## src/rtl/led_pwm_bank.sv

```systemverilog
// led_pwm_bank: N-channel PWM engine fed by framed duty updates from an SPI byte stream.
// Frames are assembled in a staging buffer. A completed frame is copied to shadow.
// Shadow is moved to active only at a PWM period wrap, so a duty never changes mid-period.
// Optional build macro LED_FADE_EN: active walks one LSB per wrap toward shadow.
//
// Receive FSM states:
//   state   | meaning
//   S_IDLE  | cs high, or waiting for the 0xA5 header byte
//   S_LOAD  | collecting channel bytes, MSB first, into staging
//   S_DRAIN | frame finished or rejected; ignore bytes until cs rises
module led_pwm_bank #(
   parameter int CHANNELS = 4,
   parameter int DUTY_W   = 8,
   parameter int PRESC    = 1
) (
   input  logic                clk12,
   input  logic                reset,
   input  logic                cs,
   input  logic                rx_valid,
   input  logic [7:0]          rx_data,
   output logic [CHANNELS-1:0] pwm_out,
   output logic                commit,
   output logic                frame_err
);
   localparam int BPC    = (DUTY_W + 7) / 8;
   localparam int NBYTES = CHANNELS * BPC;
   localparam int IDX_W  = (NBYTES > 1) ? $clog2(NBYTES) : 1;
   localparam logic [7:0]        HEADER   = 8'hA5;
   localparam logic [DUTY_W-1:0] CNT_MAX  = DUTY_W'((1 << DUTY_W) - 2);
   localparam logic [15:0]       PRESC_LD = 16'(PRESC - 1);

   typedef enum logic [1:0] {
      S_IDLE  = 2'd0,
      S_LOAD  = 2'd1,
      S_DRAIN = 2'd2
   } state_t;

   state_t            r_state;
   logic [IDX_W-1:0]  r_idx;
   logic [7:0]        r_stage [NBYTES];
   logic              r_frame_err;
   logic [DUTY_W-1:0] r_shadow [CHANNELS];
   logic [DUTY_W-1:0] r_active [CHANNELS];
   logic              r_pending;
   logic [DUTY_W-1:0] r_cnt;
   logic [15:0]       r_presc;
   logic              r_commit;
   logic [CHANNELS-1:0] r_pwm;

   logic [7:0]        w_byte_next [NBYTES];
   logic [DUTY_W-1:0] w_duty [CHANNELS];
   logic [DUTY_W-1:0] w_act_next [CHANNELS];
   logic              w_all_done;
   logic [CHANNELS-1:0] w_pwm;
   logic              w_last;
   logic              w_frame_done;

   assign w_last       = (r_idx == IDX_W'(NBYTES - 1));
   assign w_frame_done = !cs && rx_valid && (r_state == S_LOAD) && w_last;

   // Staging with the incoming byte merged in, and the per-channel duties it spells out
   always_comb begin
      logic [DUTY_W-1:0] w_acc;
      for (int b = 0; b < NBYTES; b++)
         w_byte_next[b] = (r_idx == IDX_W'(b)) ? rx_data : r_stage[b];
      for (int c = 0; c < CHANNELS; c++) begin
         w_acc = '0;
         // shifting MSB-first bytes through a DUTY_W-wide register drops the unused high bits
         for (int b = 0; b < BPC; b++)
            w_acc = DUTY_W'({w_acc, w_byte_next[c*BPC + b]});
         w_duty[c] = w_acc;
      end
   end

   // Next active value at a wrap: single jump, or one LSB step when fading
   always_comb begin
      w_all_done = 1'b1;
      for (int c = 0; c < CHANNELS; c++) begin
`ifdef LED_FADE_EN
         if (r_active[c] < r_shadow[c])
            w_act_next[c] = r_active[c] + DUTY_W'(1);
         else if (r_active[c] > r_shadow[c])
            w_act_next[c] = r_active[c] - DUTY_W'(1);
         else
            w_act_next[c] = r_active[c];
         if (w_act_next[c] != r_shadow[c])
            w_all_done = 1'b0;
`else
         w_act_next[c] = r_shadow[c];
`endif
      end
   end

   // Duty comparators
   always_comb begin
      w_pwm = '0;
      for (int c = 0; c < CHANNELS; c++)
         w_pwm[c] = (r_cnt < r_active[c]);
   end

   // Receive FSM: header check, bytewise staging, abort on cs rise
   always_ff @(posedge clk12 or negedge reset) begin
      if (!reset) begin
         r_state     <= S_IDLE;
         r_idx       <= '0;
         r_frame_err <= 1'b0;
         for (int b = 0; b < NBYTES; b++)
            r_stage[b] <= '0;
      end else begin
         r_frame_err <= 1'b0;
         if (cs) begin
            if (r_state == S_LOAD)
               r_frame_err <= 1'b1;
            r_state <= S_IDLE;
         end else if (rx_valid) begin
            case (r_state)
               S_IDLE: begin
                  if (rx_data == HEADER) begin
                     r_state <= S_LOAD;
                     r_idx   <= '0;
                  end else begin
                     r_state     <= S_DRAIN;
                     r_frame_err <= 1'b1;
                  end
               end
               S_LOAD: begin
                  for (int b = 0; b < NBYTES; b++)
                     r_stage[b] <= w_byte_next[b];
                  if (w_last)
                     r_state <= S_DRAIN;
                  else
                     r_idx <= r_idx + IDX_W'(1);
               end
               default: ;
            endcase
         end
      end
   end

   // Prescaler, period counter, shadow/active transfer and registered outputs
   always_ff @(posedge clk12 or negedge reset) begin
      if (!reset) begin
         r_pending <= 1'b0;
         r_cnt     <= '0;
         r_presc   <= '0;
         r_commit  <= 1'b0;
         r_pwm     <= '0;
         for (int c = 0; c < CHANNELS; c++) begin
            r_shadow[c] <= '0;
            r_active[c] <= '0;
         end
      end else begin
         r_commit <= 1'b0;
         r_pwm    <= w_pwm;
         if (r_presc == 16'd0) begin
            r_presc <= PRESC_LD;
            if (r_cnt == CNT_MAX) begin
               r_cnt <= '0;
               if (r_pending) begin
                  for (int c = 0; c < CHANNELS; c++)
                     r_active[c] <= w_act_next[c];
                  if (w_all_done) begin
                     r_pending <= 1'b0;
                     r_commit  <= 1'b1;
                  end
               end
            end else begin
               r_cnt <= r_cnt + DUTY_W'(1);
            end
         end else begin
            r_presc <= r_presc - 16'd1;
         end
         // a frame landing on the wrap cycle keeps pending set for the next wrap
         if (w_frame_done) begin
            r_pending <= 1'b1;
            for (int c = 0; c < CHANNELS; c++)
               r_shadow[c] <= w_duty[c];
         end
      end
   end

   assign pwm_out   = r_pwm;
   assign commit    = r_commit;
   assign frame_err = r_frame_err;

endmodule

```

## config.mk

```make
export PLATFORM = sky130hd
export DESIGN_NAME = led_pwm_bank
export DESIGN_NICKNAME = d
export VERILOG_FILES = /design/src/rtl/led_pwm_bank.sv
export SDC_FILE = /design/constraint.sdc
export NUM_CORES = 1
export LEC_CHECK = 0
export ABC_AREA = 1
export CAP_MARGIN = 20
export CORE_MARGIN = 5
export CORE_UTILIZATION = 50
export DETAILED_ROUTE_END_ITERATION = 10
export DONT_BUFFER_PORTS = 1
export PLACE_DENSITY_LB_ADDON = 0.12
export SLEW_MARGIN = 10
export SYNTH_ARGS = -nofsm -noshare
export SYNTH_HDL_FRONTEND = slang
export SYNTH_SLANG_ARGS = --single-unit
```

## constraint.sdc

```tcl
create_clock -name clk12 -period 3.5 [get_ports clk12]
set_input_delay 0.525 -clock clk12 [delete_from_list [all_inputs] [get_ports clk12]]
set_output_delay 0.525 -clock clk12 [all_outputs]
set_load 0.05 [all_outputs]
```

# Word level (Yosys, flattened, before mapping)
# Index checks and enable logic that the tools add are counted.
# totals
ff_bits	131
output_inout_bits	6
# classes
addsub	3
n_lt_le_gt_ge	4
eq_ne	9
n_mux	25
n_bitwise	1
reduce_logical	17
# op_table
cell	count
8-bit 2-to-1 mux	5
8-bit less-than comparator	4
8-bit == test, second input constant	2
16-bit zero test	1
16-bit 2-to-1 mux	1
16-bit by 1-bit subtractor with 16-bit output, second input constant	1
2-bit 2-to-1 mux	6
1-bit 2-to-1 mux	11
3-bit AND reduction	3
8-bit by 1-bit adder with 8-bit output, second input constant	1
2-bit case mux with 2 select lines	2
2-bit nonzero test	4
5-bit AND reduction	1
2-bit by 1-bit == test with 1-bit output, second input constant	2
2-bit == test, second input constant	2
2-bit zero test	2
2-bit != test, second input constant	2
1-bit logical AND	3
3-bit != test, second input constant	1
3-bit nonzero test	1
2-bit by 1-bit adder with 2-bit output, second input constant	1
2-bit AND reduction	1
1-bit zero test	1
1-bit inverter	1

# Logic depth before layout (Yosys ltp)
# Gate-level depths: netlist of the first run.
# logic_depth
depth_word	6
mapped_depth	9
depth_no_buf	8

# Worst setup path after synthesis of the first run
# No wires, ideal clock.
# synth_path
path_kind	reg2reg
start	register r_cnt[0]
end	register r_active[0] (netlist name)
t_arrival_ns	1.347
required_time_ns	3.384
slack_ns	2.036
stages_incl_launch_ff	9
path_buffers	1
period_less_slack_ns	1.464
path_cell_list	dfrtp_1 -> inv_1 -> ha_1 -> nand2_1 -> nor2_4 -> nand4_2 -> buf_2 -> nand2_1 -> nand2_1
# synth_between
elab_chain_cells	2
# synth_lines
element	line_no	text
from (decl)	45	logic [DUTY_W-1:0] r_cnt;
from (signal assigned)	168	r_cnt <= r_cnt + DUTY_W'(1);
8-bit == test	157	if (r_cnt == CNT_MAX) begin
3-bit AND reduction (no line)	-	
to (signal, indexed assignment)	161	r_active[c] <= w_act_next[c];
to (decl)	43	logic [DUTY_W-1:0] r_active [CHANNELS];
# No other way between the ends.
# A chain may end at the register's enable or synchronous reset.

# Worst setup path after layout of the first run
# layout_path
start	register r_cnt[0]
end	register r_active[19] (netlist name)
# The elaborated chain is that of the path after synthesis.

==> reports/metrics.csv, run 1 <==
metric,value,unit
dieWidth,122,µm
critPathLaunchType,flip-flop,
hold_viol_final,0,
syn_inst,779,
synth_cell_type_count,32,
period_share,69.5,%
ys_warn_count,0,
setup_viol,0,
finClkSkew,7.87,ps
drc,0,
fin_nets,824,
synth_area,0.00626,mm²
arrival,2730,ps
design.portCount,18,
final_max_slew_viol_count,0,
utilization,57.0,%
drt_iter0_drc,404,
path_max_fanout,36,
cp.required,3800,ps
grt_usage,19.0,%
numCtsBuffers,17,
r2r_slack,1070,ps
critical_path.top_delay_family,simple AND/OR/NAND/NOR gates,
dpl_cell_area,0.00633,mm²
cts.clk_slew.worst_paths,60,ps
grt_max_degree,124,
layout-drive-gt1-share,7.10,%
finalCriticalPeriod,2430,ps
crit_top_cell,nand2_1,
critPathKind,reg -> reg,
ys_seq_area_share,49.1,%
rsz0062_at_grt,no,
die_area,0.0149,mm²
start_util,51.5,%
power.density,468,mW/mm²
coreArea,0.0122,mm²
diodes,0,
wirelength,12900,µm
place_congestion,0.803,
num_rows,40,
finish.instance_area,0.00694,mm²
antenna_left,0,
cp_slowest_stage_delay,680,ps
end_kind,flip-flop,
tightest_slew,792,ps
syn_area_per_cell,8.04,µm²
p_leak,0.00361,µW
peakVddDrop,0.330,mV
crit_path_cell_trace,inv_1 -> ha_1 -> nand2_1 -> nor2_4 -> buf_4 -> nand4_2 -> nand2_1 -> nand2_1,
grt_pass1_vias,4680,
wl_per_cell,13.5,µm
clockBufferDepth,2,
avgViaCountPerCell,5.06,
clock-root-buffer,clkbuf_16,
critical_path_buf_inv_count,2,
hp-class,in -> async,
cp_slowest_cell,nand4_2,
gr-total-overflow,0,
fin_setup_tns,0,ps
grt_pass1_wl,22400,µm
postCtsSetupBuffers,0,
slew_headroom,47.1,%
drv_cap,0,
synth-seq-cells,123,
cts_sinks,123,
dpl.hpwl,8900,µm
syn_to_final_growth,10.7,%
die_y,122,µm
io_buffers,0,
grt_antenna_before_repair,0,
status,"complete, no violations",
syn_nets,827,
cts_tree,built,
drt_pass1_iterations,6,
num-fill-cells,1110,
ctsHtreeMaxLevel,4,
timing.fmax,411,MHz
clk_latency,420,ps
num_vias,4840,
## area by class of cell
class	instances	area, µm²	share of cell area (%)
clock buffers	18	439	6.33
well taps	168	210	3.03
multi-input cells	549	2720	39.2
flip-flops and latches	123	3080	44.4
clock inverters	14	136	1.97
repair buffers	3	42.5	0.613
inverters	82	308	4.44
## synth_stat cells
cell type | count | area share (%)
clkinv_1 | 1 | 0.060
buf_6 | 5 | 0.90
nand2_1 | 263 | 16
nor2_4 | 5 | 0.90
nand2_4 | 1 | 0.18
xnor2_1 | 1 | 0.14
inv_1 | 76 | 4.6
o211ai_1 | 1 | 0.12
nor2_8 | 1 | 0.32
nand4_2 | 1 | 0.20
inv_2 | 5 | 0.30
nor3b_1 | 2 | 0.24
nand4_1 | 5 | 0.50
nor2_2 | 3 | 0.30
nand3_1 | 53 | 4.2
buf_4 | 3 | 0.36
o21bai_1 | 1 | 0.12
o22ai_1 | 1 | 0.10
a211oi_1 | 1 | 0.12
nand3b_1 | 1 | 0.12
clkbuf_1 | 5 | 0.30
nand2_2 | 2 | 0.20
dfrtp_1 | 123 | 49
buf_2 | 12 | 0.96
ha_1 | 36 | 7.2
a31oi_1 | 1 | 0.10
a21oi_1 | 26 | 2.1
xor2_1 | 3 | 0.42
or2_2 | 3 | 0.30
nor2_1 | 61 | 3.7
nor3_1 | 11 | 0.88
o21ai_0 | 66 | 5.3
## final timing paths
kind                                             to  cells past startpoint                 start
min in group clk12          r_shadow[6]$_DFFE_PN0P_                      2            rx_data[6]
max                        r_active[19]$_DFFE_PN0P_                      8  r_cnt[0]$_DFFE_PN0N_
min reg2reg                    r_presc[0]$_DFF_PN0_                      1  r_presc[0]$_DFF_PN0_
max in group asynchronous      r_idx[0]$_DFFE_PN0P_                      1                 reset
max reg2reg                r_active[19]$_DFFE_PN0P_                      8  r_cnt[0]$_DFFE_PN0N_
min                           r_presc[11]$_DFF_PN0_                      1                 reset
## cell usage in the layout (no fill, tap or decap), types with 2 or more instances in the layout
cell / instances
clkinv_2: 2
inv_2: 5
nor2_1: 61
clkinvlp_4: 2
dfrtp_1: 123
xor2_1: 3
ha_1: 36
or2_2: 3
a21oi_1: 26
nand3_1: 53
inv_6: 5
nor3b_1: 2
o21ai_0: 66
nor3_1: 11
inv_1: 76
clkbuf_16: 17
clkinv_4: 3
nor2_2: 3
nand2_2: 2
nand2_1: 263
nor2_4: 5
nand4_1: 5
buf_4: 2
## flip-flops by register name, summed over array words and instances, names as in the netlist
signal and flops:
commit 1, frame_err 1, r_stage 24, r_pending 1, r_idx 2, r_active 32
r_shadow 32, r_presc 16, r_cnt 8, pwm_out 4, r_state 2
## metrics by stage
step / hold WS [ps] / std cells / total power, µW / setup WS [ps]
5_1_grt: 105 / 957 / 3370 / 721
2_1_floorplan: 229 / 779 / 1540 / 2040
3_5_place_dp: 233 / 924 / 1560 / 1020
6_report: 46.0 / 957 / 3250 / 1070
4_1_cts: 101 / 957 / 3290 / 1060
3_3_place_gp: 233 / 924 / 1560 / 1160
## report_power, final
| part | switching (µW) | internal, µW | total [µW] |
|---|---|---|---|
| registers | 19.4 | 1460 | 1480 |
| clock network | 672 | 1010 | 1680 |
| logic | 63.2 | 24.4 | 87.6 |
| total | 755 | 2490 | 3250 |
## timing repair
item                                   in CTS  in global routing
hold buffers                                1                  0
resized for setup                           0                  0
endpoints found under the hold margin     123                  0
## layer usage
| layer | wire length [µm] | up-vias | GRT usage [%] | share of wire, % |
|---|---|---|---|---|
| met4 | 165 | 0 | 5.74 | 1.3 |
| met2 | 5620 | 87 | 28.4 | 44 |
| met5 | 0 | - | 0 | 0 |
| met3 | 595 | 18 | 5.66 | 4.6 |
| met1 | 6500 | 2254 | 26.7 | 50 |
| li1 | - | 2481 | - | - |
## cell families (layout without fill, tap and decap cells)
logic type                 Yosys count  in the layout  share of synthesized area (%)
AOI/OAI and AO/OA                   97             97                           7.91
xor gates and xnor gates             4              4                          0.559
adders and majority gates           36             36                           7.19
buffers and inverters              107            117                           7.43
DFF                                123            123                           49.1
and+or+nand+nor                    412            412                           27.8
Power figures use the tool's default switching activity.
==> run 2: changes to the inputs <==
--- a/config.mk
+++ b/config.mk
@@ -5,7 +5,7 @@
 export SDC_FILE = /design/constraint.sdc
 export NUM_CORES = 1
 export LEC_CHECK = 0
-export ABC_AREA = 1
+export ABC_AREA = 0
 export CAP_MARGIN = 20
 export CORE_MARGIN = 5
 export CORE_UTILIZATION = 50
==> constraint.sdc (replaced) <==
create_clock -name clk12 -period 2.2 [get_ports clk12]
set_input_delay 0.33 -clock clk12 [delete_from_list [all_inputs] [get_ports clk12]]
set_output_delay 0.33 -clock clk12 [all_outputs]
set_load 0.05 [all_outputs]
==> run 2 against run 1 <==
Effect of this change:
- highest routed layer unchanged
- the flow now finishes with violations (negative hold slack)
- synthesized cell count fell by 38%
- clock power rose by 60%
- critical path type unchanged
- clock skew decreased by 1.6 ps
- cell area up 1.2%
- count of clock-buffer cells in the layout grew 1
- via count is 26% lower
==> reports/metrics.csv, run 2 <==
metric,value,unit
status,"complete, but fails checks",
violations,negative hold slack,
p_leak,0.00345,µW
critPathLaunchType,flip-flop,
num_vias,3600,
grt_pass1_wl,19700,µm
cts_sinks,123,
ys.flop_type,dfrtp_1,
synthTopCellsByCount,"dfrtp_1 (123), mux2_2 (82), ha_1 (36), inv_1 (36), mux2_4 (30)",
final_max_slew_viol_count,0,
grt_max_degree,124,
synth_top_area_share,50.0,%
synth_cell_type_count,41,
layout-drive-gt1-share,32.3,%
postCtsSetupBuffers,0,
drv_cap,0,
clk_latency,410,ps
end_kind,flip-flop,
syn_area_per_cell,12.8,µm²
path_max_fanout,18,
arrival,2370,ps
r2r-start,r_presc[0]$_DFF_PN0_,
yosysMostFrequentCell,dfrtp_1,
place_congestion,0.797,
slew_headroom,67.9,%
cts_tree,built,
io_buffers,0,
grt_usage,17.5,%
layout_commonest_cell,dfrtp_1,
async_flop_share,100,%
clockBufferDepth,2,
hp-class,in -> async,
num_rows,40,
start_util,51.1,%
grt_antenna_before_repair,0,
wl_per_cell,16.7,µm
ys_seq_area_share,50.0,%
drc,0,
utilization,58.2,%
hold_slack,-388,ps
antenna_left,0,
syn_nets,528,
diodes,0,
synth_top_cell_by_area,dfrtp_1,
hold_viol_final,123,
cts.clk_slew.worst_paths,60,ps
fin_nets,552,
ys_warn_count,0,
gr-total-overflow,0,
setup_viol,0,
setup.worst_path.start,r_presc[0]$_DFF_PN0_,
syn_to_final_growth,14.0,%
dpl.hpwl,7850,µm
timing.fmax,484,MHz
period_share,94.0,%
synth_area,0.00616,mm²
cp.required,2500,ps
clock-root-buffer,clkbuf_16,
wirelength,11400,µm
peakVddDrop,0.458,mV
cts_resized,0,
cts_hold_buf,1,
critPathKind,reg -> reg,
r2r_slack,130,ps
drt_iter0_drc,241,
reg2reg_depth,8,
avgViaCountPerCell,5.26,
rsz0062_at_grt,no,
reg_top3,"r_active x32, r_shadow x32, r_stage x24",
final_cell_mix,"dfrtp_1 (123), mux2_2 (82), inv_1 (36), ha_1 (36), mux2_4 (30)",
numCtsBuffers,17,
dieWidth,121,µm
ctsHtreeMaxLevel,4,
die_y,121,µm
power.density,711,mW/mm²
finalCriticalPeriod,2070,ps
finClkSkew,6.23,ps
drt_pass1_iterations,4,
design.portCount,18,
num-fill-cells,986,
synth-seq-cells,123,
synthTopCellsByArea,"dfrtp_1 (50%), mux2_2 (15%), ha_1 (7.3%), mux2_4 (7.3%), inv_1 (2.2%)",
synth_edf_count,0,
fin_setup_tns,0,ps
syn_inst,480,
tightest_slew,478,ps
worstReg2RegEnd,r_active[20]$_DFFE_PN0P_,
grt_pass1_vias,3829,
die_area,0.0146,mm²
coreArea,0.0121,mm²
-- run 2: changes by cell type in the layout (fill, tap and decap cells not counted), sizes merged, moves of 13 or more --
cell | before | now
nand2 | 266 | 19
mux2 | 0 | 114
o21ai | 66 | 8
nand3 | 53 | 6
inv | 87 | 42
nor2 | 70 | 28
buf | 3 | 18
a21o | 0 | 13
a21oi | 26 | 13
-- run 2: layout make-up --
class	instances	area, µm²	area share [%]
Tap cell	168	210	2.99
Clock buffer	19	453	6.45
Inverter	36	135	1.92
Sequential cell	123	3080	43.8
Multi-Input combinational cell	307	2840	40.5
Timing Repair Buffer	19	170	2.42
Clock inverter	13	133	1.89
-- run 2: metrics by stage --
step	hold WS, ps	instance area, µm²	cells	setup WS [ps]	power, µW
finish	-388	7020	685	132	5000
global route	-418	7020	685	28.0	5180
CTS	-404	7020	685	131	5060
detailed placement	38.5	6430	652	155	2340
global placement	37.7	6430	652	225	2340
floorplan	34.4	6160	480	120	2340
-- run 2: worst max-delay path by stage --
stage / depth (start not counted) / slack, ps / endpoint
floorplan: 9 / 120 / r_active[0]$_DFFE_PN0P_
global placement: 8 / 220 / r_active[25]$_DFFE_PN0P_
detailed placement: 8 / 160 / r_active[20]$_DFFE_PN0P_
CTS: 8 / 130 / r_active[20]$_DFFE_PN0P_
global route: 8 / 30 / r_active[31]$_DFFE_PN0P_
finish: 8 / 130 / r_active[20]$_DFFE_PN0P_
-- run 2: logic make-up (layout without fill, tap and decap cells) --
| kind of cell | count (synthesis) | in the layout | share of synthesized area [%] |
|---|---|---|---|
| DFF | 123 | 123 | 50.0 |
| muxes | 115 | 115 | 22.8 |
| xor gates and xnor gates | 10 | 10 | 1.42 |
| adders and majority gates | 36 | 36 | 7.31 |
| AOI/OAI and AO/OA | 53 | 53 | 5.79 |
| buffers and inverters | 50 | 87 | 3.88 |
| and+or+nand+nor | 93 | 93 | 8.80 |
-- run 2: layer usage --
layer  share of wire, %  routed length (µm)  track usage (%)  vias to the layer above
met5                  0                   0                0                        -
met4                2.2                 248             7.08                        0
met3                4.5                 519             5.73                       24
met2                 44                4990             25.6                       76
met1                 50                5690             24.0                     1733
li1                   -                   -                -                     1767
-- run 2: power breakdown --
group | internal, µW | switching [µW] | leakage [µW]
logic | 17.2 | 11.5 | 0.00148
registers | 2270 | 5.56 | 0.00170
clock network | 1640 | 1050 | 0.000276
-- run 2: worst max-delay path, cell delays in order (launching register included) --
cell     delay (ps)
dfrtp_1         400
inv_1            90
ha_1            140
nor4b_2         210
buf_4           180
nand4_4         200
nor2_8          200
buf_12          200
mux2_4          320
